## src/rtl/irq_pkg.sv

```systemverilog
// Shared constants and types for the interrupt controller: register map indices,
// FSM state encoding and the upper bound on the number of sources.
package irq_pkg;

    localparam int NSRC_MAX = 8;

    localparam logic [1:0] REG_PENDING = 2'd0;
    localparam logic [1:0] REG_MASK    = 2'd1;
    localparam logic [1:0] REG_VECTOR  = 2'd2;
    localparam logic [1:0] REG_EOI     = 2'd3;

    typedef enum logic [1:0] {
        IDLE = 2'd0,
        REQ  = 2'd1,
        SVC  = 2'd2
    } irq_state_e;

endpackage

```

## src/rtl/irq_prio_enc.sv

```systemverilog
// Combinational lowest-index-wins priority encoder; index 0 has the highest priority.
module irq_prio_enc #(
    parameter int N = 4
) (
    input  logic [N-1:0] i_req,
    output logic         o_valid,
    output logic [2:0]   o_index
);

    always_comb begin
        o_valid = |i_req;
        o_index = 3'd0;
        // Scan downwards so the lowest set index is the last one written.
        for (int i = N - 1; i >= 0; i--) begin
            if (i_req[i]) begin
                o_index = 3'(i);
            end
        end
    end

endmodule

```

## src/rtl/irq_controller.sv

```systemverilog
// Memory-mapped interrupt controller: latches/masks sources, requests the core and holds
// the winner in service until EOI. Define IRQ_EDGE_EN for edge-latched pending (default: level).
module irq_controller
    import irq_pkg::*;
#(
    parameter int          NSRC = 4,
    parameter logic [31:0] BASE = 32'h40000030
) (
    input  logic            sysclk,
    input  logic            reset,
    input  logic [NSRC-1:0] src,
    input  logic            in_kernel,
    input  logic            mem_rd,
    input  logic            mem_wr,
    input  logic [31:0]     addr,
    input  logic [31:0]     wdata,
    output logic [31:0]     rdata,
    output logic            irq
);

    logic [NSRC-1:0]     r_src_q;
    logic [NSRC-1:0]     r_mask;
    logic [NSRC-1:0]     w_pending;
    logic [NSRC-1:0]     w_eligible;
    logic [NSRC_MAX-1:0] w_mask_ext;
    logic [NSRC_MAX-1:0] w_pend_ext;

    irq_state_e          r_state;
    irq_state_e          w_state_next;
    logic [2:0]          r_act_id;
    logic [2:0]          w_act_next;
    logic                r_irq;

    logic                w_sel;
    logic [1:0]          w_idx;
    logic                w_wr_pend;
    logic                w_wr_mask;
    logic                w_wr_eoi;
    logic                w_eoi_clr;
    logic                w_win_valid;
    logic [2:0]          w_win_id;
    logic                w_unused;

    assign w_sel     = (addr[31:4] == BASE[31:4]);
    assign w_idx     = addr[3:2];
    assign w_wr_pend = w_sel && mem_wr && (w_idx == REG_PENDING);
    assign w_wr_mask = w_sel && mem_wr && (w_idx == REG_MASK);
    assign w_wr_eoi  = w_sel && mem_wr && (w_idx == REG_EOI);

    assign w_unused  = ^{addr[1:0], wdata[31:NSRC], w_wr_pend, w_eoi_clr};

    always_ff @(posedge sysclk or negedge reset) begin
        if (!reset) begin
            r_src_q <= '0;
            r_mask  <= '0;
        end else begin
            r_src_q <= src;
            if (w_wr_mask) begin
                r_mask <= wdata[NSRC-1:0];
            end
        end
    end

`ifdef IRQ_EDGE_EN
    logic [NSRC-1:0]     r_pending;
    logic [NSRC-1:0]     w_clr;
    logic [NSRC_MAX-1:0] w_act_onehot;

    assign w_act_onehot = NSRC_MAX'(1) << r_act_id;
    assign w_clr = (w_wr_pend ? wdata[NSRC-1:0] : '0)
                 | (w_eoi_clr ? w_act_onehot[NSRC-1:0] : '0);

    // A fresh rising edge in the same cycle as a clear keeps the bit set.
    always_ff @(posedge sysclk or negedge reset) begin
        if (!reset) begin
            r_pending <= '0;
        end else begin
            r_pending <= (r_pending & ~w_clr) | (src & ~r_src_q);
        end
    end

    assign w_pending = r_pending;
`else
    assign w_pending = r_src_q;
`endif

    assign w_eligible = w_pending & r_mask;
    assign w_mask_ext = NSRC_MAX'(r_mask);
    assign w_pend_ext = NSRC_MAX'(w_pending);

    irq_prio_enc #(
        .N (NSRC)
    ) u_prio_enc (
        .i_req   (w_eligible),
        .o_valid (w_win_valid),
        .o_index (w_win_id)
    );

    always_comb begin
        w_state_next = r_state;
        w_act_next   = r_act_id;
        w_eoi_clr    = 1'b0;
        case (r_state)
            IDLE: begin
                if (w_win_valid && !in_kernel) begin
                    w_state_next = REQ;
                    w_act_next   = w_win_id;
                end
            end
            REQ: begin
                if (in_kernel) begin
                    w_state_next = SVC;
                end else if (!w_mask_ext[r_act_id] || !w_pend_ext[r_act_id]) begin
                    w_state_next = IDLE;
                end
            end
            SVC: begin
                if (w_wr_eoi) begin
                    w_state_next = IDLE;
                    w_eoi_clr    = 1'b1;
                end else if (!in_kernel) begin
                    w_state_next = IDLE;
                end
            end
            default: begin
                w_state_next = IDLE;
            end
        endcase
    end

    always_ff @(posedge sysclk or negedge reset) begin
        if (!reset) begin
            r_state  <= IDLE;
            r_act_id <= 3'd0;
            r_irq    <= 1'b0;
        end else begin
            r_state  <= w_state_next;
            r_act_id <= w_act_next;
            r_irq    <= (w_state_next == REQ);
        end
    end

    assign irq = r_irq;

    // The vector index is only meaningful while a source is requested or in service.
    always_comb begin
        rdata = '0;
        if (w_sel && mem_rd) begin
            case (w_idx)
                REG_PENDING: rdata[NSRC-1:0] = w_pending;
                REG_MASK:    rdata[NSRC-1:0] = r_mask;
                REG_VECTOR: begin
                    rdata[31]  = (r_state == SVC);
                    rdata[2:0] = (r_state == IDLE) ? 3'd0 : r_act_id;
                end
                default:     rdata = '0;
            endcase
        end
    end

endmodule

```

## config.mk

```make
export PLATFORM = sky130hd
export DESIGN_NAME = irq_controller
export DESIGN_NICKNAME = d
export VERILOG_FILES = /design/src/rtl/irq_pkg.sv /design/src/rtl/irq_prio_enc.sv /design/src/rtl/irq_controller.sv
export SDC_FILE = /design/constraint.sdc
export NUM_CORES = 1
export LEC_CHECK = 0
export CORE_MARGIN = 8
export CORE_UTILIZATION = 31
export DETAILED_ROUTE_END_ITERATION = 16
export GPL_TIMING_DRIVEN = 0
export PLACE_DENSITY = 0.95
export SYNTH_ARGS = -nofsm -noshare
export SYNTH_HDL_FRONTEND = slang
export SYNTH_HIERARCHICAL = 1
export SYNTH_SLANG_ARGS = --single-unit
```

## constraint.sdc

```tcl
create_clock -name sysclk -period 2.4 [get_ports sysclk]
set_input_delay 0.48 -clock sysclk [delete_from_list [all_inputs] [get_ports sysclk]]
set_output_delay 0.48 -clock sysclk [all_outputs]
set_load 0.01 [all_outputs]
```

; ---- Word level (Yosys, flattened, before mapping)
; Cells that the tools add are included.
[totals]
ramBits = 0
mem_bits_ro = 0
mem_count = 0
wordCells = 46
reg_bits = 14
latchBits = 0
[classes]
n_mul = 0
n_shift = 0
eq_ne = 7
n_mux = 19
magnitude_cmp = 1
reduce_logical = 13
add_sub_neg = 0
bitwise = 1
n_div = 0
[op_table]
columns = op, count
row1 = $mux 32, 1
row2 = $eq 28x27->1 const B, 1
row3 = $mux 2, 9
row4 = $pmux 3 s3, 1
row5 = $bmux 1 s3, 2
row6 = $eq 2x1->1 const B, 3
row7 = $eq 2x2->1 const B, 3
row8 = $pmux 2 s3, 1
row9 = $logic_and 1x1->1, 5
row10 = $and 4x4->4, 1
row11 = $logic_not 2->1, 2
row12 = $lt 3x4->1 const B, 1
row13 = $reduce_or 4->1, 1
row14 = $logic_not 1->1, 3
row15 = $mux 1, 3
row16 = $mux 3, 1
row17 = $pmux 1 s2, 1
row18 = $reduce_and 2->1, 1
row19 = $logic_or 1x1->1, 1

; ---- Depth between registers and ports, before layout
; Gate-level depths: netlist (run 1).
[logic_depth]
ltp_word = 8
mapped_depth = 6
mapped_depth_nobuf = 6

; ---- Modules after synthesis
; The synthesis (run 1) kept the hierarchy.
[modules_own_cells]
columns = module, cells_per_inst, instances, seq_area_each_um2, area_each_um2
row1 = irq_controller, 95, 1, 350.3, 960.9
row2 = irq_prio_enc, 9, 1, 0.0, 46.3

; ---- Least setup slack after synthesis (run 1)
; OpenSTA, ideal clock, no wires.
[synth_timing]
path_kind = input to output
from = input addr[16]
to = output rdata[3]
n_path_buf = 0
stages = 4
slack_ps = 310
arrival_time_ps = 1610
cell_sequence = nor4_1 > nand4_1 > nor3_1 > nor3b_1
[synth_via]
elab_chain_cells = 3
[synth_lines]
columns = item, line
row1 = "start, declared", irq_controller.sv:15  ; input logic [31:0] addr,
row2 = $eq 28x27->1, irq_controller.sv:44  ; assign w_sel = (addr[31:4] == BASE[31:4]);
row3 = $logic_and 1x1->1, irq_controller.sv:148  ; if (w_sel && mem_rd) begin
row4 = $mux 32, irq_controller.sv:148
row5 = "end, declared", irq_controller.sv:17  ; output logic [31:0] rdata,
; No other way between the ends.

; ---- Worst setup path in the final report (run 1)
[layout_timing]
from = input addr[6]
to = output rdata[3]
; The elaborated chain is that of the path after synthesis.

==> metrics.md, run 1 <==
| Metric | Value |
|---|---|
| Area leader, netlist | `dfrtp_1` |
| Worst EP required | `around 1.9 ns` |
| Endpoints failing hold | `0` |
| Hold endpoint | `r_mask[1]` |
| Starting density of the core | `about a third` |
| Area of the core | `3080 um^2` |
| M1 WL | `1010 um` |
| First DRT Iteration DRCs | `20` |
| Pin count of the biggest net entering global routing | `15` |
| Synth Cell Area | `1010 um^2` |
| Crit. End Element | `output pin` |
| Synth unique cells | `26` |
| WHS Path Cells | `1` |
| Root cell of the clock tree | `clkbuf_4` |
| Net Sw Frac | `between 20% and 30%` |
| Initial antenna violation count | `0` |
| Worst slew margin | `48.6%` |
| Dominant cells by area after synthesis | `dfrtp_1, buf_4, mux2_2` |
| Max-Cap Viols | `0` |
| Power Dens Cells | `315 nW/um^2` |
| Die Footprint | `about 5300 um^2` |
| Final Cell Area | `1730 um^2` |
| Number of slew-limit violations in the final report | `0` |
| Placed inst area | `roughly 1600 um^2` |
| Min Tclk post-route | `about 2.3 ns` |
| Endpoints failing setup | `0` |
| Worst Skew | `roughly 0.0028 ns` |
| Worst slack, placed | `-0.864 ns` |
| Share of the synthesized area in the top cell type | `34.8%` |
| CTS tree | `done` |
| Psw | `0.133 mW` |
| Vias | `939` |
| Total power | `~0.55 mW` |
| Total track usage | `10.9%` |
| Worst-path maximum fanout | `2` |
| Met3 wire length | `approximately 340 um` |
| Layout area overhead | `72.0%` |
| Highest Signal Layer | `met4` |
| RR Endpoint | `r_act_id[1]` |
| Detailed Place HPWL | `2460 um` |
| Logic pwr share | `roughly a quarter` |
| Worst setup SP type | `input port` |
| Die Y | `around 73 um` |
| Multi-input gate area | `~600 um^2` |
| Top Ports | `106` |
| Clock share of power | `30.4%` |
| Setup ws final | `0.0615 ns` |
| Critical path startpoint | `addr[6]` |
| Peak VDD IR | `roughly 0.27 mV` |
| Vias in the first global route | `slightly below 1000` |
| Grt total ovfl | `0` |
| Layout cells sized above 1 | `37.4%` |
| Flop pwr share | `between 40% and 50%` |
| HP Class | `reg2reg` |
| Register area share after synthesis | `a little over a third` |
| R2R cell count | `5` |
| Final layout net count | `~260` |
| Reg-to-reg slack, setup | `around 0.53 ns` |
| WL met2 | `~1700 um` |
| First-pass GRT wire length | `about 4600 um` |
| Wirelength per Cell | `about 13 um` |
| N_diodes | `0` |
| Initial DRT Pass Iterations | `4` |
| Fmax | `~0.43 GHz` |
| H-tree depth | `1` |
| DRT antenna net count | `0` |
| Vias/cell | `~4.1` |
| CTS Buf Count | `3` |
| Crit path arrival time | `1.86 ns` |
| Register area | `about 350 um^2` |
| Clk buf depth | `2` |
| Leakage | `0.899 nW` |
| Worst Tran Pin Value | `roughly 0.76 ns` |
| Syn Area/Cell | `just under 10 um^2` |
| Fillers | `approximately 280` |
| GPL Wtd Cong | `roughly 0.85` |
| Hold Startpoint | `r_mask[1]` |
| Row cnt | `20` |
| Fin crit share | `a little over nine tenths` |
| Int Pwr | `~0.41 mW` |
| Clock latency on the worst-skew pair | `roughly 0.28 ns` |
| CTS clk-pin slew, worst paths | `about 0.080 ns` |
| CTS Sinks | `14` |
| FF+latch count, synth | `14` |
| Die width | `roughly 73 um` |
| Yosys warning count | `6` |
| Worst r2r src | `r_mask[0]` |
| Port Buf Inserts | `47` |
| Post-Synthesis Cells | `104` |
| Result of the run | `finished clean` |
| Final wirelength | `between 3000 and 4000 um` |
| Critical path type | `in2out` |
| DRC viols | `0` |
[per-stage QoR]
stage,std cells,hold WS [ns],util (%),setup TNS (ns)
floorplan,130,0.184,-,0
global placement,221,0.507,53.0,-3.78
detailed placement,221,0.515,53.0,-3.93
CTS,229,0.534,55.7,0
global route,231,0.554,56.3,-0.00627
finish,231,0.539,56.3,0
[sequential cells by signal (all words and copies together) (netlist names)]
name	cells
r_mask	4
r_src_q	4
r_act_id	3
r_state	2
irq	1
[final cells by class]
| class | instances | share of cell area (%) |
|---|---|---|
| buffer | 29 | 12.3 |
| inverter | 2 | 0.433 |
| multi-input combinational | 85 | 35.5 |
| clock buffer | 4 | 2.09 |
| sequential | 14 | 20.2 |
| timing repair buffer | 53 | 26.3 |
| tap | 44 | 3.18 |
[worst max-delay path, cell delays in order]
cell	delay, ns
clkdlybuf4s15_1	0.19
nor4_1	0.28
nand4_1	0.21
nor3_4	0.23
buf_4	0.16
nor3b_4	0.16
buf_2	0.16
[worst max-delay path by stage]
stage	to	cells past startpoint	slack (ns)
floorplan	rdata[3]	4	0.31
global placement	rdata[3]	6	-0.82
detailed placement	rdata[3]	6	-0.86
CTS	rdata[3]	7	0.01
global route	rdata[3]	7	-0.006
finish	rdata[3]	7	0.06
[power by group through the flow]
stage                     Combinational [mW]  Sequential [mW]  Clock, mW
after floorplan                       0.0651            0.245          0
after global placement                 0.139            0.245          0
after detailed placement               0.141            0.246          0
after CTS                              0.134            0.241      0.172
after global routing                   0.151            0.241      0.179
final                                  0.139            0.241      0.166
[synthesized netlist by cell type, drive strengths merged]
master	count
and2	4
a21oi	7
mux2i	4
mux4	1
nor4	5
a31oi	1
clkbuf	1
nand3	1
nor2	7
nor2b	4
xor2	1
nor3b	2
nand4	1
nor3	3
nand2	3
mux2	7
buf	28
inv	2
conb	2
nand2b	1
nor4b	4
and4b	1
dfrtp	14
[cells by family after synthesis]
kind of cell / count (synthesis) / share of synthesized area (%)
xor gates and xnor gates: 1 / 0.870
buffers and inverters: 31 / 22.0
muxes: 12 / 14.0
DFF: 14 / 34.8
other: 2 / 0.746
and+or+nand+nor: 36 / 23.1
AOI/OAI and AO/OA: 8 / 4.47
[cells in the final DEF (no fill, tap or decap), drive strengths merged]
cell,Yosys,final
nand4,1,1
dlygate4sd2,0,7
clkdlybuf4s50,0,13
a31oi,1,1
dlymetal6s2s,0,2
dfrtp,14,14
clkdlybuf4s15,0,13
conb,2,28
nor2b,4,4
nand2b,1,1
nor2,7,7
nor4,5,5
mux4,1,1
clkbuf,1,12
nor4b,4,4
mux2i,4,4
and2,4,4
mux2,7,7
nor3,3,3
xor2,1,1
nor3b,2,2
and4b,1,1
nand3,1,1
nand2,3,3
a21oi,7,7
inv,2,2
buf,28,39
[metal layers]
layer	up-vias	global-route usage, %
met5	-	0
met4	0	1.33
met3	4	5.08
met2	48	21.9
met1	416	9.66
li1	471	-
[timing repair]
item / 4_1_cts / 5_1_grt
hold buffers: 0 / 0
setup endpoints to repair: 5 / 5
setup buffers: 4 / 2
pin swaps: 10 / 9
gates resized for setup: 66 / 25
(Power assumes the default switching activity.)
==> run 2, diff against run 1 <==
--- a/config.mk
+++ b/config.mk
@@ -6,10 +6,11 @@
 export NUM_CORES = 1
 export LEC_CHECK = 0
 export CORE_MARGIN = 8
-export CORE_UTILIZATION = 31
+export CORE_UTILIZATION = 43
 export DETAILED_ROUTE_END_ITERATION = 16
+export DONT_BUFFER_PORTS = 1
 export GPL_TIMING_DRIVEN = 0
-export PLACE_DENSITY = 0.95
+export PLACE_DENSITY = 0.66
 export SYNTH_ARGS = -nofsm -noshare
 export SYNTH_HDL_FRONTEND = slang
 export SYNTH_HIERARCHICAL = 1
==> metrics.md, run 2 (synthesis gave the netlist of run 1 again) <==
| Metric | Value |
|---|---|
| Result of the run | `finished clean (unchanged)` |
| N_diodes | `0 (unchanged)` |
| Leakage | `0.607 nW (was 0.899 nW)` |
| HP Class | `in2reg (was reg2reg)` |
| Crit path arrival time | `1.68 ns (was 1.86 ns)` |
| Regs by FF count | `r_mask (4), r_src_q (4), r_act_id (3) (unchanged)` |
| Setup ws final | `0.238 ns (was 0.0615 ns)` |
| Initial antenna violation count | `0 (unchanged)` |
| CP delay by family, top | `simple AND/OR/NAND/NOR gates (unchanged)` |
| Row cnt | `17 (was 20)` |
| WHS Path Cells | `0 (was 1)` |
| Final wirelength | `2340 um (was 3030 um)` |
| Layout area overhead | `17.4% (was 72.0%)` |
| First-pass GRT wire length | `3500 um (was 4570 um)` |
| Root cell of the clock tree | `clkbuf_4 (unchanged)` |
| Die Y | `64.4 um (was 73 um)` |
| Min Tclk post-route | `2.16 ns (was 2.34 ns)` |
| CTS tree | `done (unchanged)` |
| Crit-path max cell delay | `0.36 ns (was 0.28 ns)` |
| Clock latency on the worst-skew pair | `0.28 ns (about the same)` |
| Fin crit share | `90.1% (was 97.4%)` |
| Initial DRT Pass Iterations | `4 (unchanged)` |
| DRT antenna net count | `0 (unchanged)` |
| Pin count of the biggest net entering global routing | `15 (unchanged)` |
| CTS Buf Count | `3 (unchanged)` |
| Final layout net count | `209 (was 261)` |
| Cell chain of the critical path | `nor4_1 > nand4_1 > nor3_2 > nor2b_1 (was clkdlybuf4s15_1 > nor4_1 > nand4_1 > nor3_4 > buf_4 > nor3b_4 > buf_2)` |
| Worst Tran Pin Value | `0.775 ns (was 0.761 ns)` |
| Area of the core | `2210 um^2 (was 3080 um^2)` |
| Starting density of the core | `45.5% (was 32.7%)` |
| Peak VDD IR | `0.325 mV (was 0.274 mV)` |
| Total power | `0.446 mW (was 0.546 mW)` |
| Power Dens Cells | `377 nW/um^2 (was 315 nW/um^2)` |
| Total track usage | `10.3% (was 10.9%)` |
| Slowest-stage cell, CP | `nor3_2 (was nor4_1)` |
| Most frequent cells in the layout | `buf_4, conb_1, dfrtp_1 (unchanged)` |
| Worst Skew | `0.00467 ns (was 0.00277 ns)` |
| Worst EP required | `1.92 ns (about the same)` |
| Vias in the first global route | `756 (was 975)` |
| DRC viols | `0 (unchanged)` |
| Endpoints failing hold | `0 (unchanged)` |
| CP bufs+invs | `0 (was 3)` |
| Port Buf Inserts | `0 (was 47)` |
| H-tree depth | `1 (unchanged)` |
| Detailed Place HPWL | `2100 um (was 2460 um)` |
| RSZ-0062 raised after global routing | `false` |
| Wirelength per Cell | `14.5 um (was 13.1 um)` |
| Vias/cell | `4.54 (was 4.06)` |
| Die Footprint | `4150 um^2 (was 5330 um^2)` |
| Vias | `735 (was 939)` |
| Die width | `64.4 um (was 73 um)` |
| Max-Cap Viols | `0 (unchanged)` |
| WP depth | `4 (was 7)` |
| GPL Wtd Cong | `0.819 (was 0.854)` |
| Worst slack, placed | `-0.0463 ns (was -0.864 ns)` |
| Clk buf depth | `2 (unchanged)` |
| Worst slew margin | `47.6% (was 48.6%)` |
| Fmax | `0.463 GHz (was 0.428 GHz)` |
| Worst setup SP type | `input port (unchanged)` |
| Worst-path maximum fanout | `5 (was 2)` |
| Top Ports | `106 (unchanged)` |
| Critical path type | `in2out (unchanged)` |
| R2R cell count | `5 (unchanged)` |
| CTS Sinks | `14 (unchanged)` |
| Endpoints failing setup | `0 (unchanged)` |
| Crit. End Element | `output pin (unchanged)` |
| First DRT Iteration DRCs | `12 (was 20)` |
| Layout cells sized above 1 | `32.8% (was 37.4%)` |
| CTS clk-pin slew, worst paths | `0.08 ns (about the same)` |
| Number of slew-limit violations in the final report | `0 (unchanged)` |
| Grt total ovfl | `0 (unchanged)` |
## run 2: changes by cell type in the layout (fill, tap and decap cells not counted), moves of 2 or more
| cell | change |
|---|---|
| clkdlybuf4s50_1 | -13 |
| clkdlybuf4s15_1 | -13 |
| buf_4 | -5 |
| buf_2 | -5 |
| nor4b_1 | +2 |
| clkbuf_2 | -7 |
| nor4b_4 | -2 |
| nor4_1 | +3 |
| nor4_2 | -3 |
| dlygate4sd2_1 | -7 |
| dlymetal6s2s_1 | -2 |
## run 2: path summary, 6_finish.rpt
kind | startpoint | end | slack [ns]
max | addr[7] | rdata[1] | 0.24
min reg2reg | r_mask[2] | r_mask[2] | 0.53
min in group asynchronous | reset | r_state[1] | 0.66
max reg2reg | r_mask[0] | r_act_id[1] | 0.52
min | src[3] | r_src_q[3] | 0.22
max in group asynchronous | reset | r_state[0] | 1.33
## run 2: timing repair
item | 4_1_cts | 5_1_grt
gates cloned | 0 | 0
resized for setup | 1 | 1
endpoints found under the hold margin | 14 | 0
hold buffers | 1 | 0
setup buffers | 0 | 0
endpoints found under the setup margin | 1 | 1
## run 2: metal layers
| layer | vias to the layer above | track usage [%] | wire [um] |
|---|---|---|---|
| met2 | 53 | 18.3 | 1120 |
| li1 | 368 | - | - |
| met4 | 0 | 2.45 | 13 |
| met3 | 2 | 8.01 | 444 |
| met1 | 312 | 8.77 | 766 |
| met5 | - | 0 | 0 |
## run 2: through the flow
step                      hold slack (ns)  instance area [um^2]  std cells  utilization, %  TNS (ns)
final                               0.225                  1180        162            53.5         0
after global routing                0.209                  1180        162            53.5         0
after CTS                           0.217                  1180        162            53.2         0
after detailed placement            0.185                  1140        158            51.5   -0.0463
after global placement              0.185                  1140        158            51.5  -0.00687
after floorplan                     0.184                  1100        130               -         0
## run 2: area by class of cell
| type | count | area [um^2] |
|---|---|---|
| clock buffer | 3 | 22.5 |
| tap | 28 | 35.0 |
| sequential | 14 | 350 |
| multi-input combinational | 85 | 543 |
| inverter | 2 | 7.51 |
| timing repair buffer | 1 | 10.0 |
| fill | 197 | 1030 |
| buffer | 29 | 214 |
## run 2: power breakdown
group	leakage [nW]	internal (mW)	switching (mW)
registers	0.186	0.239	0.00143
logic	0.407	0.0382	0.0383
clock network	0.0138	0.0581	0.0704
total	0.607	0.335	0.110
==> patch, RTL diff (settings of run 2) <==
Add a define of `IRQ_EDGE_EN`.
--- a/src/rtl/irq_controller.sv
+++ b/src/rtl/irq_controller.sv
@@ -2,2 +2,4 @@
 // the winner in service until EOI. Define IRQ_EDGE_EN for edge-latched pending (default: level).
+`define IRQ_EDGE_EN
+
 module irq_controller
Behaviour: not the same (a bounded check fails within 4 cycles, from zero or initial values and one cycle with reset low).
==> patch against run 2 <==
Area after synthesis is 37% higher. Setup slack worse by 0.11 ns. Count of clock-buffer cells in the layout is 1 higher. Wire length is 46% higher. Sequential cell count is 4 higher. Maximum frequency is 5.0% lower. Highest routed layer unchanged. Power is 32% higher. Final area is 34% higher. Clock power is 47% higher.
==> patch: results (changes against run 2) <==
[detailed_routing]
drtPass1Iterations=4  ; unchanged
vias_per_cell=4.97  ; +9.5%
finalWirelength_um=3410  ; +46%
wl_per_cell_um=15.5  ; +7.2%
drtIter0Drc=21  ; +9

[synth]
synth_cell_types=35  ; +35%
synth.avg_cell_area_um2=9.51  ; -1.8%
yosys-top-cells-count=28 x buf_4, 18 x dfrtp_1, 11 x nor2_1
ys_seq_area_share_pct=32.7  ; -2.1 points
synth_area_leaders=dfrtp_1 33%, buf_4 15%, mux2_4 4.4%, nor4bb_1 3.6%, nor4b_4 3.4%

[worst_setup_path]
cp.arrival_ns=1.80  ; +0.12 ns
path_max_fanout=10  ; +5

[power_and_ir_drop]
peakVddDrop_uv=309  ; -4.8%
power_leakage_nw=0.716  ; +18%
swShare_pct=24.4  ; -0.37 points

[placed_design]
hpwl_um=2810  ; +33%
place_inst=215  ; +36%
place_ws_ns=0.0152  ; +0.0615 ns
placed_area_um2=1530  ; +34%
gp_congestion=0.780  ; -4.7%

[global_routing]
grt_pass1_vias=1076  ; +42%
grt.total_usage_pct=12.4  ; +2.2 points
grt_pass1_wl_um=5130  ; +47%
grt_max_degree=19  ; +4

[status]
outcome=complete, no violations

[clock_network]
clk_pin_slew_ns=0.11  ; +0.03 ns
clk_latency_ns=0.29

[cells_and_area]
nFillCells=302  ; +53%
nets=250  ; +20%
drive_gt1_share_pct=27.8  ; -5.0 points
largestRegisters=r_mask: 4 flops, r_pending: 4 flops, r_src_q: 4 flops
post-route-util_pct=51.8  ; -1.6 points

[timing]
worst_pin_slew_ns=0.835  ; +0.0600 ns
skew_ns=0.00396  ; -0.000707 ns

==> patch: cell types whose count changed after synthesis, sizes merged, moves of 2 or more <==
cell / run 2 / this run
dfrtp: 14 / 18
o22ai: 0 / 4
a21oi: 7 / 4
nand3b: 0 / 2
inv: 2 / 7
nor2b: 4 / 1
buf: 28 / 30
nor3: 3 / 8
nor4bb: 0 / 5
o21ai: 0 / 6
nor2: 7 / 11
nand4: 1 / 7
==> patch: final cells by class <==
| class | instances | share of cell area, % |
|---|---|---|
| Timing Repair Buffer | 1 | 0.632 |
| Tap cell | 44 | 3.48 |
| Clock buffer | 4 | 2.29 |
| Sequential cell | 18 | 28.5 |
| Inverter | 7 | 1.66 |
| Multi-Input combinational cell | 114 | 49.1 |
| Buffer | 32 | 14.4 |
==> patch: per-layer routing <==
metal  up-vias  track usage (%)  share of wire [%]
met2        53             22.1                 51
li1        527                -                  -
met4         0             3.56               0.47
met1       511             13.3                 40
met3         2             4.67                8.5
met5         -                0                  0
==> patch: cells by family (layout without fill, tap and decap cells) <==
group	after synthesis	in the layout	share of synthesized area (%)
compound gates	16	16	6.90
xor+xnor	1	1	0.635
flops	18	18	32.7
other cells	2	28	0.545
buf+inv	39	44	18.4
simple gates	58	58	30.3
mux	11	11	10.5
==> patch: path summary, 6_finish.rpt <==
check | startpoint | endpoint | slack (ns)
max | addr[7] | rdata[3] | 0.12
min in group asynchronous | reset | r_src_q[2]$_DFF_PN0_ | 0.72
min reg2reg | r_src_q[1]$_DFF_PN0_ | r_pending[1]$_DFF_PN0_ | 0.44
max reg2reg | r_state[1]$_DFF_PN0_ | r_pending[2]$_DFF_PN0_ | 0.54
min | src[2] | r_src_q[2]$_DFF_PN0_ | 0.20
max in group asynchronous | reset | r_pending[0]$_DFF_PN0_ | 1.16
==> patch: power by group through the flow <==
stage / clock network, W / logic, W / registers [W]
6_report: 0.000189 / 0.0000912 / 0.000307
5_1_grt: 0.000209 / 0.000100 / 0.000308
4_1_cts: 0.000194 / 0.0000876 / 0.000307
3_5_place_dp: 0 / 0.0000798 / 0.000314
3_3_place_gp: 0 / 0.0000792 / 0.000313
2_1_floorplan: 0 / 0.0000768 / 0.000313
==> patch: critical path: stages <==
cell and delay (ns):
nor4_1 0.27, nand4_1 0.20, buf_2 0.23, or2_1 0.33, nor3_2 0.28
==> patch: what timing repair did <==
item | CTS | global route
hold buffers | 1 | 0
endpoints found under the hold margin | 18 | 0
setup endpoints to repair | 0 | 1
setup buffers | 0 | 0
gates resized for setup | 0 | 1
